--- src/rtl/bp_update_arbiter_pkg.sv ---
// bp_update_arbiter_pkg: shared update-entry type and default queue depth
package bp_update_arbiter_pkg;
  localparam int DEPTH_DEF = 4;
  typedef struct packed {
    logic [31:0] pc;
    logic        taken;
  } bp_upd_t;
endpackage

--- src/rtl/bp_update_arbiter_fifo.sv ---
// bp_upd_fifo: 2-write/1-read in-order circular fifo (wr0 lands at tail, wr1 after it), count = entries, head = oldest entry
module bp_upd_fifo
  import bp_update_arbiter_pkg::*;
#(
  parameter int DEPTH = DEPTH_DEF,
  localparam int AW = $clog2(DEPTH),
  localparam int CW = AW + 1
) (
  input  logic          clk,
  input  logic          rst,
  input  logic          wr0,
  input  bp_upd_t       wr0_data,
  input  logic          wr1,
  input  bp_upd_t       wr1_data,
  input  logic          rd,
  output bp_upd_t       head_data,
  output logic [CW-1:0] count
);
  bp_upd_t mem [DEPTH];
  logic [AW-1:0] head, tail;
  assign head_data = mem[head];
  always_ff @(posedge clk) begin
    if (wr0) mem[tail] <= wr0_data;
    if (wr1) mem[tail + AW'(wr0)] <= wr1_data;
  end
  always_ff @(posedge clk or negedge rst) begin
    if (!rst) begin
      head  <= '0;
      tail  <= '0;
      count <= '0;
    end else begin
      head  <= head + AW'(rd);
      tail  <= tail + AW'(wr0) + AW'(wr1);
      count <= count + CW'(wr0) + CW'(wr1) - CW'(rd);
    end
  end
endmodule

--- src/rtl/bp_update_arbiter.sv ---
// bp_update_arbiter: two-port branch-update arbiter (upd0/upd1 offers, hold gate) feeding the predictor update port in order, with occupancy and saturating issue count
module bp_update_arbiter
  import bp_update_arbiter_pkg::*;
#(
  parameter int DEPTH = DEPTH_DEF,
  localparam int CW = $clog2(DEPTH) + 1
) (
  input  logic          clk,
  input  logic          rst,
  input  logic          upd0_valid,
  input  logic [31:0]   upd0_pc,
  input  logic          upd0_taken,
  output logic          upd0_ready,
  input  logic          upd1_valid,
  input  logic [31:0]   upd1_pc,
  input  logic          upd1_taken,
  output logic          upd1_ready,
  input  logic          hold,
  output logic          pred_is_branch,
  output logic [31:0]   pred_pc_to_update,
  output logic          pred_branch_taken,
  output logic [CW-1:0] occupancy,
  output logic [15:0]   upd_count
);
  bp_upd_t head;
  logic [CW-1:0] free;
  logic acc0, acc1, has_entry;
  assign free              = CW'(DEPTH) - occupancy;
  assign has_entry         = occupancy != '0;
  assign upd0_ready        = rst && free != '0;
  assign upd1_ready        = rst && (free > CW'(1) || (free != '0 && !upd0_valid));
  assign acc0              = upd0_valid && upd0_ready;
  assign acc1              = upd1_valid && upd1_ready;
  assign pred_is_branch    = rst && has_entry && !hold;
  assign pred_pc_to_update = has_entry ? head.pc : 32'd0;
  assign pred_branch_taken = has_entry ? head.taken : 1'b0;
  bp_upd_fifo #(.DEPTH(DEPTH)) u_fifo (
    .clk      (clk),
    .rst      (rst),
    .wr0      (acc0),
    .wr0_data ('{pc: upd0_pc, taken: upd0_taken}),
    .wr1      (acc1),
    .wr1_data ('{pc: upd1_pc, taken: upd1_taken}),
    .rd       (pred_is_branch),
    .head_data(head),
    .count    (occupancy)
  );
  always_ff @(posedge clk or negedge rst) begin
    if (!rst) upd_count <= '0;
    else if (pred_is_branch && upd_count != 16'hFFFF) upd_count <= upd_count + 16'd1;
  end
endmodule

--- config.mk ---
export PLATFORM = sky130hd
export DESIGN_NAME = bp_update_arbiter
export DESIGN_NICKNAME = d
export VERILOG_FILES = /design/src/rtl/bp_update_arbiter_pkg.sv /design/src/rtl/bp_update_arbiter_fifo.sv /design/src/rtl/bp_update_arbiter.sv
export SDC_FILE = /design/constraint.sdc
export NUM_CORES = 1
export LEC_CHECK = 0
export BUFFER_PORTS_ARGS = -buffer_cell sky130_fd_sc_hd__buf_2
export CORE_MARGIN = 4
export CORE_UTILIZATION = 44
export DETAILED_ROUTE_END_ITERATION = 12
export PLACE_DENSITY = 0.63
export SYNTH_ARGS = -nofsm -noshare
export SYNTH_HDL_FRONTEND = slang
export SYNTH_SLANG_ARGS = --single-unit
--- constraint.sdc ---
create_clock -name clk -period 5.6 [get_ports clk]
set_clock_uncertainty 0.15 [all_clocks]
set_input_delay 1.12 -clock clk [delete_from_list [all_inputs] [get_ports clk]]
set_output_delay 1.12 -clock clk [all_outputs]
set_load 0.01 [all_outputs]
Yosys cells after proc, flatten, opt, wreduce, memory -nomap -nowiden
Memories as Yosys holds them, arrays and structs flattened.
Index checks and enable logic that the tools add are counted.
{ "word_totals": {"output_inout_bits": 55, "reg_bits": 23, "ramBits": 132, "n_memories": 1, "elab_cells": 34, "inputBits": 71} }
{ "mem_list": {"columns": ["memory", "words", "word_bits", "read_ports", "rd_clocked_by_memory_dff", "write_ports", "line", "text"], "rows": [
  ["u_fifo.mem", 4, 33, 1, 0, 2, "bp_update_arbiter_fifo.sv:19", "bp_upd_t mem [DEPTH];"]
]} }
{ "classes": {"add_sub_neg": 8, "n_eq_ne": 1, "n_reduce_logical": 13, "order_cmp": 1, "muxes": 6} }
{ "ops": {"columns": ["cell", "count"], "rows": [
  ["2-to-1 mux 32 bit", 1],
  ["adder 16 x 1 -> 16 bit (second input constant)", 1],
  ["inequality test 16 bit (second input constant)", 1],
  ["logical AND 1 bit", 8],
  ["adder 2 x 1 -> 2 bit", 3],
  ["adder 3 x 1 -> 3 bit", 2],
  ["nonzero test 3 bit", 2],
  ["2-to-1 mux 1 bit", 5],
  ["greater-than comparator 3 x 1 -> 1 bit (second input constant)", 1],
  ["subtractor 3 x 1 -> 3 bit", 1],
  ["subtractor 3 bit (first input constant)", 1],
  ["zero test 1 bit", 2],
  ["logical OR 1 bit", 1]
]} }

Longest topological paths before layout
Gate-level depths: netlist of the first run.
{ "depth": {"depth_word": 8, "depth_mapped": 11, "ltp_nobuf": 10} }

Cells and area by module
Synthesis of the first run repeated with hierarchy kept, for this count alone.
{ "unflattened": {"hier_cells": 474, "area_unflattened_um2": 7943.9} }
{ "modules_own_cells": {"columns": ["mod", "area_each_um2", "instances", "cells_each", "seq_area_each_um2"], "rows": [
  ["bp_upd_fifo", 6821.5, 1, 353, 4139.0],
  ["bp_update_arbiter", 1122.3, 1, 121, 400.4]
]} }

Least setup slack after synthesis of the first run
OpenSTA, ideal clock, no wires.
{ "synth_path": {"path_kind": "input to register", "startpoint": "input port rst", "endpoint": "memory u_fifo.mem[3][0] in the netlist's numbering (enable)", "n_path_buf": 0, "path_stages": 4, "slack_ps": 827, "setup_time_ps": 469, "required_ps": 4981, "arrival_ps": 4154, "path_cell_list": "a21boi_0 -> and2_1 -> nand2_1 -> o21ai_0"} }
{ "synth_lines": {"columns": ["element", "line", "text"], "rows": [
  ["start: declaration", "bp_update_arbiter.sv:9", "input logic rst,"],
  ["end: declaration", "bp_update_arbiter_fifo.sv:19", null]
]} }

Worst setup path in the final report of the first run
{ "layout_path": {"startpoint": "register u_fifo.head[0]", "endpoint": "output port pred_pc_to_update[9]"} }
{ "layout_via": {"elab_chain_len": 2} }
{ "layout_rtl": {"columns": ["element", "line", "text"], "rows": [
  ["start: declaration", "bp_update_arbiter_fifo.sv:20", "logic [AW-1:0] head, tail;"],
  ["start signal: assignment", "bp_update_arbiter_fifo.sv:32", "head <= head + AW'(rd);"],
  ["memory read (4 x 33 bit)", null, null],
  ["2-to-1 mux 32 bit", "bp_update_arbiter.sv:35", "assign pred_pc_to_update = has_entry ? head.pc : 32'd0;"],
  ["end: declaration", "bp_update_arbiter.sv:20", "output logic [31:0] pred_pc_to_update,"]
]} }
No other way between the ends.

==> metrics.md, run 1 <==
| Metric | Value |
|---|---|
| DRC Markers | `0` |
| Number of global-route vias before repair | `between 4000 and 5000` |
| Starting Density | `0.452` |
| Max FO, Critical Path | `28` |
| Die X-Extent | `approximately 140 um` |
| Setup crit end kind | `primary output` |
| Initial antenna violation count | `1` |
| Routed wire length | `18.1 mm` |
| Total grt overflow | `0` |
| Ys async rst share | `0.148` |
| Cell Chain, Critical Path | `buf_4 -> mux4_2 -> nor2b_1 -> buf_2` |
| WS Path Type | `flop to primary output` |
| Data arrival time of the worst path | `approximately 2600 ps` |
| EDFF count, synth | `132` |
| Fmax | `approximately 260 MHz` |
| Post-DR wirelength/cell | `between 20 and 25 um` |
| P&R area growth vs syn | `17.1%` |
| Longest Clk Path Bufs | `2` |
| Max stage delay cell, worst path | `dfrtp_2` |
| Actual slew at the worst max-slew pin | `about 1000 ps` |
| Predominant post-synthesis flop cell | `edfxtp_1` |
| Filler instances | `1500` |
| Clock Pin Slew Worst Setup and Hold Paths | `around 60 ps` |
| Post-cts gate resize count | `0` |
| Slew HR | `0.322` |
| Die area | `between 0.02 and 0.025 mm^2` |
| First-pass DRT Iterations | `6` |
| Multi-input gate area | `0.00343 mm^2` |
| DRT antenna net count | `0` |
| TritonCTS clock tree | `done` |
| Cell area after synthesis | `approximately 0.008 mm^2` |
| Worst IR drop on VDD | `between 200 and 250 uV` |
| Hold Crit Class | `flop to flop` |
| Wire length of the first global-routing pass | `27.8 mm` |
| Final worst slack | `1690 ps` |
| GR Util All Layers | `0.179` |
| Final max-slew violation count | `0` |
| Outcome | `complete, no violations` |
| Top Ports | `about 130` |
| Syn Area/Cell | `17.1 um^2` |
| Vias per cell | `between 5 and 6` |
| Postcts setup bufs | `0` |
| Syn Inst Count | `between 400 and 500` |
| Max_cap viols | `0` |
| Area contributors post-synth | `edfxtp_1 49%, mux2_4 11%, mux2_2 10%` |
| Core Region | `~0.018 mm^2` |
| Port Buf Inserts | `approximately 130` |
| DP Worst Slack | `1550 ps` |
| Insertion delay to the later sink of the worst-skew pair | `roughly 410 ps` |
| Hold-fix buffers at CTS | `0` |
| R2R Setup Slk | `between 1500 and 2000 ps` |
| Most frequent cell after synthesis | `edfxtp_1` |
| Post-synth top area cell | `edfxtp_1` |
| CTS sink cnt | `between 150 and 200` |
| Fin util | `0.529` |
| Largest net degree at the start of global routing | `36` |
| Synth top cells by count | `132 x edfxtp_1, 75 x mux2_2, 58 x mux2_4, 33 x mux4_2, 33 x nor2b_1` |
| Total CTS buffers | `17` |
| Die span in y | `~140 um` |
| Leakage power | `roughly 3.9 nW` |
| Final Hold Fails | `0` |
| Distinct cells, synth | `43` |
| Ys Warns | `0` |
| Layout cell share with drive strength beyond 1 | `0.561` |
| Starting DRT DRC Count | `about 300` |
| Top cell type's share of synthesized area | `0.485` |
| Setup Viol. Count Final | `0` |
| Net Count, Synth | `~560` |
| Via count | `around 4700` |
| Final Critical Period | `slightly below 4000 ps` |
| Final Cycle Share | `0.699` |
| CTS root buf | `clkbuf_16` |
| Final net count | `roughly 700` |
| Htree depth | `4` |
| Pwr dens | `479 mW/mm^2` |
| CP peak stage delay | `1040 ps` |
| Critical Path Source Type | `flop` |
| Register bit total from synthesis | `155` |
| Num rows | `49` |
| DP HPWL | `approximately 12 mm` |
| Setup TNS | `0 ps` |
| Total power | `between 4 and 5 mW` |
| FF+latch area | `around 0.0045 mm^2` |
| Unrepaired setup endpoints after global routing | `false` |
| Seq/Total Area, Yosys | `0.556` |
| Gp weighted congestion | `0.767` |
| CP Data Required Time | `around 4300 ps` |
## routing by layer
layer / global-route usage / vias up / wire, um
met3: 0.0334 / 16 / 739
met5: 0 / - / 7
li1: - / 2128 / -
met2: 0.296 / 118 / 9080
met1: 0.240 / 2418 / 8070
met4: 0.0614 / 2 / 218
## layout by cell type (no fill, tap or decap), types with 2 or more instances in the layout
cell type and n:
mux2_2 75, nor4_1 2, nor4b_1 2, mux4_2 33
edfxtp_1 132, clkbuf_8 6, inv_1 8, diode_2 2
nand3_1 7, buf_4 10, inv_4 2, nor3_1 3
fa_1 2, xnor2_1 9, nand4_2 3, nor2_1 7
nand2_1 7, buf_2 125, dfrtp_2 2, a31oi_1 2
or3_2 2, nand4_1 6, xor2_1 9, o21ai_4 4
clkbuf_16 18, dfrtp_1 21, ha_1 8, nor2b_1 33
clkbuf_1 4, mux2_4 58
## critical path: cells and delay by family, from the launching register on
family	cells	cell delay, ps
buf+inv	2	530
mux	1	500
simple gates	1	160
flops	1	1040
## layout make-up
type / count / share of cell area
sequential: 155 / 0.475
multi-input combinational: 289 / 0.359
timing repair buffer: 135 / 0.0732
clock buffer: 28 / 0.0573
tap: 229 / 0.0299
inverter: 8 / 0.00314
clock inverter: 4 / 0.00262
antenna: 2 / 0.000523
## state kept, by name, summed over array words and instances, names as in the netlist
name and flops:
u_fifo.mem 132, upd_count 16, u_fifo.tail 2, u_fifo.count 3
u_fifo.head 2
## metrics by stage
| step | area (um^2) | hold slack (ps) | instances |
|---|---|---|---|
| after floorplan | 8170 | 311 | 477 |
| after global placement | 8990 | 341 | 816 |
| after detailed placement | 8990 | 357 | 816 |
| after CTS | 9560 | 365 | 848 |
| after global routing | 9560 | 377 | 848 |
| final | 9570 | 363 | 850 |
## power by group
part | switching [mW] | internal, mW | total (mW)
clock network | 0.434 | 0.666 | 1.10
registers | 0.228 | 1.60 | 1.83
logic | 0.805 | 0.851 | 1.66
## worst paths after layout
path                                            from                    endpoint  cells past startpoint
setup / recovery            u_fifo.head[0]$_DFF_PN0_        pred_pc_to_update[9]                      4
hold / removal             upd_count[15]$_DFFE_PN0P_   upd_count[15]$_DFFE_PN0P_                      1
setup reg to reg           u_fifo.count[0]$_DFF_PN0_  u_fifo.mem[2][1]$_DFFE_PP_                      9
hold reg to reg            upd_count[15]$_DFFE_PN0P_   upd_count[15]$_DFFE_PN0P_                      1
max in group asynchronous                        rst    u_fifo.head[0]$_DFF_PN0_                      2
min in group asynchronous                        rst   u_fifo.count[1]$_DFF_PN0_                      2
## logic make-up (layout without fill, tap and decap cells)
kind of cell    count (synthesis)  count (layout)  share of synthesized area
compound gates                 11              11                    0.00996
fa+ha+maj                      11              11                     0.0187
simple gates                   82              82                     0.0630
mux                           166             166                      0.301
buf+inv                        33             175                     0.0305
flops                         155             155                      0.556
xor+xnor                       19              19                     0.0213
other cells                     0               2                          0
Note: power is estimated with default switching activity, not from simulation.
==> inputs of run 2 (changes only) <==
clock period = 3.6 ns   (was 5.6 ns; I/O delays follow)
==> run 2 against run 1 <==
Largest power group is now combinational logic. Critical path depth rose by 6. Critical endpoint is now u_fifo.mem[0][23]$_DFFE_PP_. Die area is the same. Sequential share of layout area is 0.77 points lower. Register-to-register slack lost 1600 ps. Cell area is 1.6% higher. Combinational power is 69% higher. Largest cell class unchanged. First-iteration DRC count shrank 25%.
==> metrics.md, run 2 (synthesized netlist as in run 1, its figures left out) <==
| Metric | Value |
|---|---|
| Top Ports | `around 130` |
| Via count | `between 4000 and 5000` |
| Layout cell share with drive strength beyond 1 | `0.569` |
| Postcts setup bufs | `0` |
| Total grt overflow | `0` |
| Largest net degree at the start of global routing | `35` |
| Post-DR wirelength/cell | `~21 um` |
| Hold-fix buffers at CTS | `0` |
| Insertion delay to the later sink of the worst-skew pair | `410 ps` |
| Num rows | `49` |
| DP Area | `between 0.009 and 0.01 mm^2` |
| Wire length of the first global-routing pass | `between 20 and 30 mm` |
| Unrepaired setup endpoints after global routing | `false` |
| Data arrival time of the worst path | `~3400 ps` |
| Die X-Extent | `~140 um` |
| Worst IR drop on VDD | `approximately 340 uV` |
| Die span in y | `144 um` |
| Clock Pin Slew Worst Setup and Hold Paths | `~60 ps` |
| Cell mode on critical path | `ha_1` |
| WS Path Type | `flop to flop` |
| Final net count | `roughly 700` |
| Outcome | `complete, no violations` |
| Most frequent cells in the layout | `132 x edfxtp_1, 125 x buf_2, 75 x mux2_2` |
| R2R cell count | `10` |
| Setup TNS | `0 ps` |
| Port Buf Inserts | `125` |
| Critical path's top delay family | `simple AND/OR/NAND/NOR gates` |
| Post-cts gate resize count | `0` |
| Placed Cells | `824` |
| Setup crit end kind | `flop` |
| Cell Chain, Critical Path | `inv_1 -> ha_1 -> ha_2 -> a21boi_0 -> and2_1 -> ha_1 -> or3_2 -> buf_4 -> o21ai_4 -> buf_12` |
| Top flop regs | `u_fifo.mem x132, upd_count x16, u_fifo.count x3` |
| CP Data Required Time | `about 3600 ps` |
| Final Cycle Share | `0.953` |
| Longest Clk Path Bufs | `2` |
| Total CTS buffers | `17` |
| Total power | `~7.4 mW` |
| Initial antenna violation count | `0` |
| Critical Path Source Type | `flop` |
| Vias per cell | `roughly 5.4` |
| Largest register FFs | `~130` |
| Setup Viol. Count Final | `0` |
| Max stage delay cell, worst path | `or3_2` |
| Hold Crit Class | `input port to async pin` |
| Leading cell type in the layout, fill and taps excluded | `edfxtp_1` |
| DRT antenna net count | `0` |
| Routed wire length | `roughly 18 mm` |
| Largest register by flop count | `u_fifo.mem` |
| CTS sink cnt | `approximately 160` |
| Final max-slew violation count | `0` |
| Max FO, Critical Path | `33` |
| Starting Density | `0.452` |
| Worst path buffer plus inverter count | `3` |
| Finished layout cell area | `between 0.009 and 0.01 mm^2` |
| Die area | `0.0208 mm^2` |
| GR Util All Layers | `0.177` |
| Post-route insts no fill | `roughly 860` |
| Hold WS | `~140 ps` |
| Number of global-route vias before repair | `5074` |
| DP Worst Slack | `between 150 and 200 ps` |
| Final worst slack | `between 150 and 200 ps` |
| Actual slew at the worst max-slew pin | `just over 500 ps` |
| Fmax | `~300 MHz` |
| Core Region | `between 0.015 and 0.02 mm^2` |
| First-pass DRT Iterations | `4` |
| P&R area growth vs syn | `19.1%` |
| DRC Markers | `0` |
| Final Critical Period | `about 3400 ps` |
| Pwr dens | `roughly 760 mW/mm^2` |
| CP Depth | `10` |
| Starting DRT DRC Count | `between 200 and 250` |
| Htree depth | `4` |
| Slew HR | `0.662` |
| CP peak stage delay | `about 540 ps` |
| Inserted Diodes | `0` |
| CTS root buf | `clkbuf_16` |
| Filler instances | `around 1500` |
| Fin util | `0.538` |
| Gp weighted congestion | `just over 0.8` |
| Final Hold Fails | `0` |
| DP HPWL | `11.6 mm` |
| Leakage power | `~3.9 nW` |
| TritonCTS clock tree | `done` |
| Max_cap viols | `0` |
run 2: cell count changes in the layout (fill, tap and decap cells not counted), moves of 2 or more:
cell	delta
buf_12	+6
clkbuf_8	-6
clkinv_4	+4
bufinv_16	+3
buf_4	+2
clkbuf_1	-2
diode_2	-2
inv_4	-2
run 2: worst paths after layout:
path | slack [ps] | end | startpoint
worst max-delay path | 170 | u_fifo.mem[0][23]$_DFFE_PP_ | u_fifo.count[0]$_DFF_PN0_
worst min-delay path | 140 | upd_count[13]$_DFFE_PN0P_ | rst
worst max register to register | 170 | u_fifo.mem[0][23]$_DFFE_PP_ | u_fifo.count[0]$_DFF_PN0_
worst min register to register | 360 | upd_count[8]$_DFFE_PN0P_ | upd_count[8]$_DFFE_PN0P_
max in group asynchronous | 2720 | u_fifo.head[1]$_DFF_PN0_ | rst
min in group clk | 360 | upd_count[8]$_DFFE_PN0P_ | upd_count[8]$_DFFE_PN0P_
run 2: layer usage:
| layer | vias to the layer above | share of wire | routed length [um] | GRT usage |
|---|---|---|---|---|
| met5 | - | 0 | 0 | 0 |
| met4 | 0 | 0.0095 | 170 | 0.0422 |
| met3 | 14 | 0.044 | 780 | 0.0397 |
| met2 | 108 | 0.51 | 9060 | 0.303 |
| met1 | 2358 | 0.44 | 7860 | 0.231 |
| li1 | 2140 | - | - | - |
run 2: cell type report:
type / count / area [um^2] / area share
Clock buffer: 19 / 433 / 0.0445
Clock inverter: 13 / 168 / 0.0172
Inverter: 8 / 30.0 / 0.00309
Multi-Input combinational cell: 289 / 3430 / 0.353
Sequential cell: 155 / 4540 / 0.467
Tap cell: 229 / 287 / 0.0295
Timing Repair Buffer: 143 / 836 / 0.0859
run 2: where the power goes:
part / switching (mW) / internal (mW)
logic: 1.39 / 1.41
registers: 0.246 / 2.48
clock network: 0.726 / 1.10
total: 2.36 / 4.99
==> inputs of run 3 (changes only) <==
CTS_CLUSTER_SIZE = 8   (was unset)
clock period = 3.5 ns   (was 3.6 ns; I/O delays follow)
==> run 3 against run 2 <==
First-iteration DRC count up 18%. Worst setup slack better by 43 ps. Register-to-register slack better by 40 ps. Sequential power grew 1%. Die area is the same. Utilization grew 0.28 points. Clock-buffer cell count grew 1. Cell area grew 0.53%. Final cell count up 0.82%. Critical path depth did not move. Clock power decreased by 3%. Combinational power grew 7%. Critical path type unchanged. Largest cell class unchanged.
==> metrics.md, run 3 (synthesized netlist as in run 1, its figures left out) <==
| Metric | Value |
|---|---|
| First-pass DRT Iterations | `4` |
| Largest register by flop count | `u_fifo.mem` |
| Initial antenna violation count | `1` |
| Routed wire length | `between 15 and 20 mm` |
| Hold Crit Class | `input port to async pin` |
| Post-route insts no fill | `between 800 and 900` |
| Max FO, Critical Path | `16` |
| Final Critical Period | `3290 ps` |
| Unrepaired setup endpoints after global routing | `false` |
| Largest register FFs | `between 100 and 150` |
| Pwr dens | `around 770 mW/mm^2` |
| DRT antenna net count | `0` |
| CP Data Required Time | `between 3000 and 4000 ps` |
| P&R area growth vs syn | `19.7%` |
| TritonCTS clock tree | `done` |
| Final net count | `roughly 700` |
| Die area | `around 0.021 mm^2` |
| Fin util | `0.541` |
| Total power | `about 7.5 mW` |
| Multi-input gate area | `roughly 0.0034 mm^2` |
| Die X-Extent | `between 100 and 150 um` |
| Via count | `4666` |
| Longest Clk Path Bufs | `2` |
| Leading cell type in the layout, fill and taps excluded | `edfxtp_1` |
| Outcome | `complete, no violations` |
| CTS sink cnt | `~160` |
| DP HPWL | `between 10 and 15 mm` |
| Max_cap viols | `0` |
| Starting Density | `0.452` |
| Actual slew at the worst max-slew pin | `about 480 ps` |
| WS Path Type | `flop to flop` |
| Postcts setup bufs | `0` |
| Insertion delay to the later sink of the worst-skew pair | `between 400 and 500 ps` |
| Starting DRT DRC Count | `approximately 270` |
| Port Buf Inserts | `approximately 130` |
| Fmax | `304 MHz` |
| Setup crit end kind | `flop` |
| Vias per cell | `between 5 and 6` |
| Placed Cells | `830` |
| Post-DR wirelength/cell | `between 20 and 25 um` |
| Worst IR drop on VDD | `452 uV` |
| Setup Viol. Count Final | `0` |
| Wire length of the first global-routing pass | `approximately 28 mm` |
| Num rows | `49` |
| Layout cell share with drive strength beyond 1 | `0.572` |
| Clock Pin Slew Worst Setup and Hold Paths | `approximately 60 ps` |
| Filler instances | `approximately 1500` |
| Most frequent cells in the layout | `132 x edfxtp_1, 125 x buf_2, 75 x mux2_2` |
| Final Hold Fails | `0` |
| CTS root buf | `clkbuf_16` |
| Post-cts gate resize count | `0` |
| Critical Path Source Type | `flop` |
| Hold-fix buffers at CTS | `0` |
| Slew HR | `0.681` |
| Final max-slew violation count | `0` |
| FF+latch area | `approximately 0.0045 mm^2` |
| Htree depth | `4` |
| Total grt overflow | `0` |
| Leakage power | `3.94 nW` |
| Top flop regs | `u_fifo.mem x132, upd_count x16, u_fifo.count x3` |
| Top Ports | `about 130` |
| Number of global-route vias before repair | `approximately 5100` |
| Total CTS buffers | `17` |
| DRC Markers | `0` |
| Data arrival time of the worst path | `between 3000 and 4000 ps` |
| GR Util All Layers | `0.182` |
| Core Region | `0.0181 mm^2` |
| Gp weighted congestion | `between 0.8 and 0.9` |
| FF-to-FF Start | `u_fifo.count[0]$_DFF_PN0_` |
| Final Cycle Share | `0.939` |
| Largest net degree at the start of global routing | `35` |
| CP Launch Point | `u_fifo.count[0]$_DFF_PN0_` |
| Die span in y | `between 100 and 150 um` |
run 3: changes by cell type in the layout (fill, tap and decap cells not counted), sizes merged:
cell      before  now
clkinv         6    7
diode          0    1
bufinv         3    2
clkbuf        19   20
clkinvlp       2    3
inv           10    8
buf          143  149
run 3: area by class of cell:
type	instances	area share
Sequential cell	155	0.465
Multi-Input combinational cell	289	0.353
Timing Repair Buffer	149	0.0927
Clock buffer	20	0.0447
Tap cell	229	0.0293
Clock inverter	12	0.0128
Inverter	8	0.00307
Antenna cell	1	0.000256
run 3: worst max-delay path: stages (launching register included):
cell,delay [ps]
dfrtp_1,450
inv_1,90
ha_1,210
ha_2,320
a21boi_0,90
and2_1,180
ha_1,230
xnor2_2,200
or3_2,510
buf_4,270
mux2_4,320
run 3: worst paths after layout:
kind | to | slack [ps] | cells past startpoint
worst max-delay path | u_fifo.mem[2][20]$_DFFE_PP_ | 210 | 10
worst min-delay path | upd_count[0]$_DFFE_PN0P_ | 150 | 2
worst max register to register | u_fifo.mem[2][20]$_DFFE_PP_ | 210 | 10
worst min register to register | upd_count[15]$_DFFE_PN0P_ | 370 | 1
max in group asynchronous | u_fifo.head[0]$_DFF_PN0_ | 2780 | 2
min in group clk | upd_count[15]$_DFFE_PN0P_ | 370 | 1
run 3: per-stage QoR:
step / hold WS (ps) / setup slack (ps) / TNS, ps / cell area, um^2
floorplan: 254 / -87.1 / -2880 / 8190
global placement: 340 / 300 / 0 / 9210
detailed placement: 357 / 213 / 0 / 9210
CTS: 151 / 188 / 0 / 9770
global route: 179 / 28.5 / 0 / 9780
finish: 151 / 212 / 0 / 9780
run 3: report_power, final:
group	total, mW	switching (mW)	leakage (nW)	internal, mW
Combinational	2.99	1.49	2.17	1.50
Sequential	2.77	0.217	1.50	2.56
Clock	1.77	0.722	0.270	1.05
Total	7.53	2.43	3.94	5.10
run 3: routing by layer:
layer / up-vias / track usage / wire length (um)
met4: 0 / 0.0594 / 223
met1: 2385 / 0.232 / 7760
met5: - / 0 / 0
met3: 11 / 0.0334 / 814
met2: 108 / 0.314 / 9530
li1: 2162 / - / -
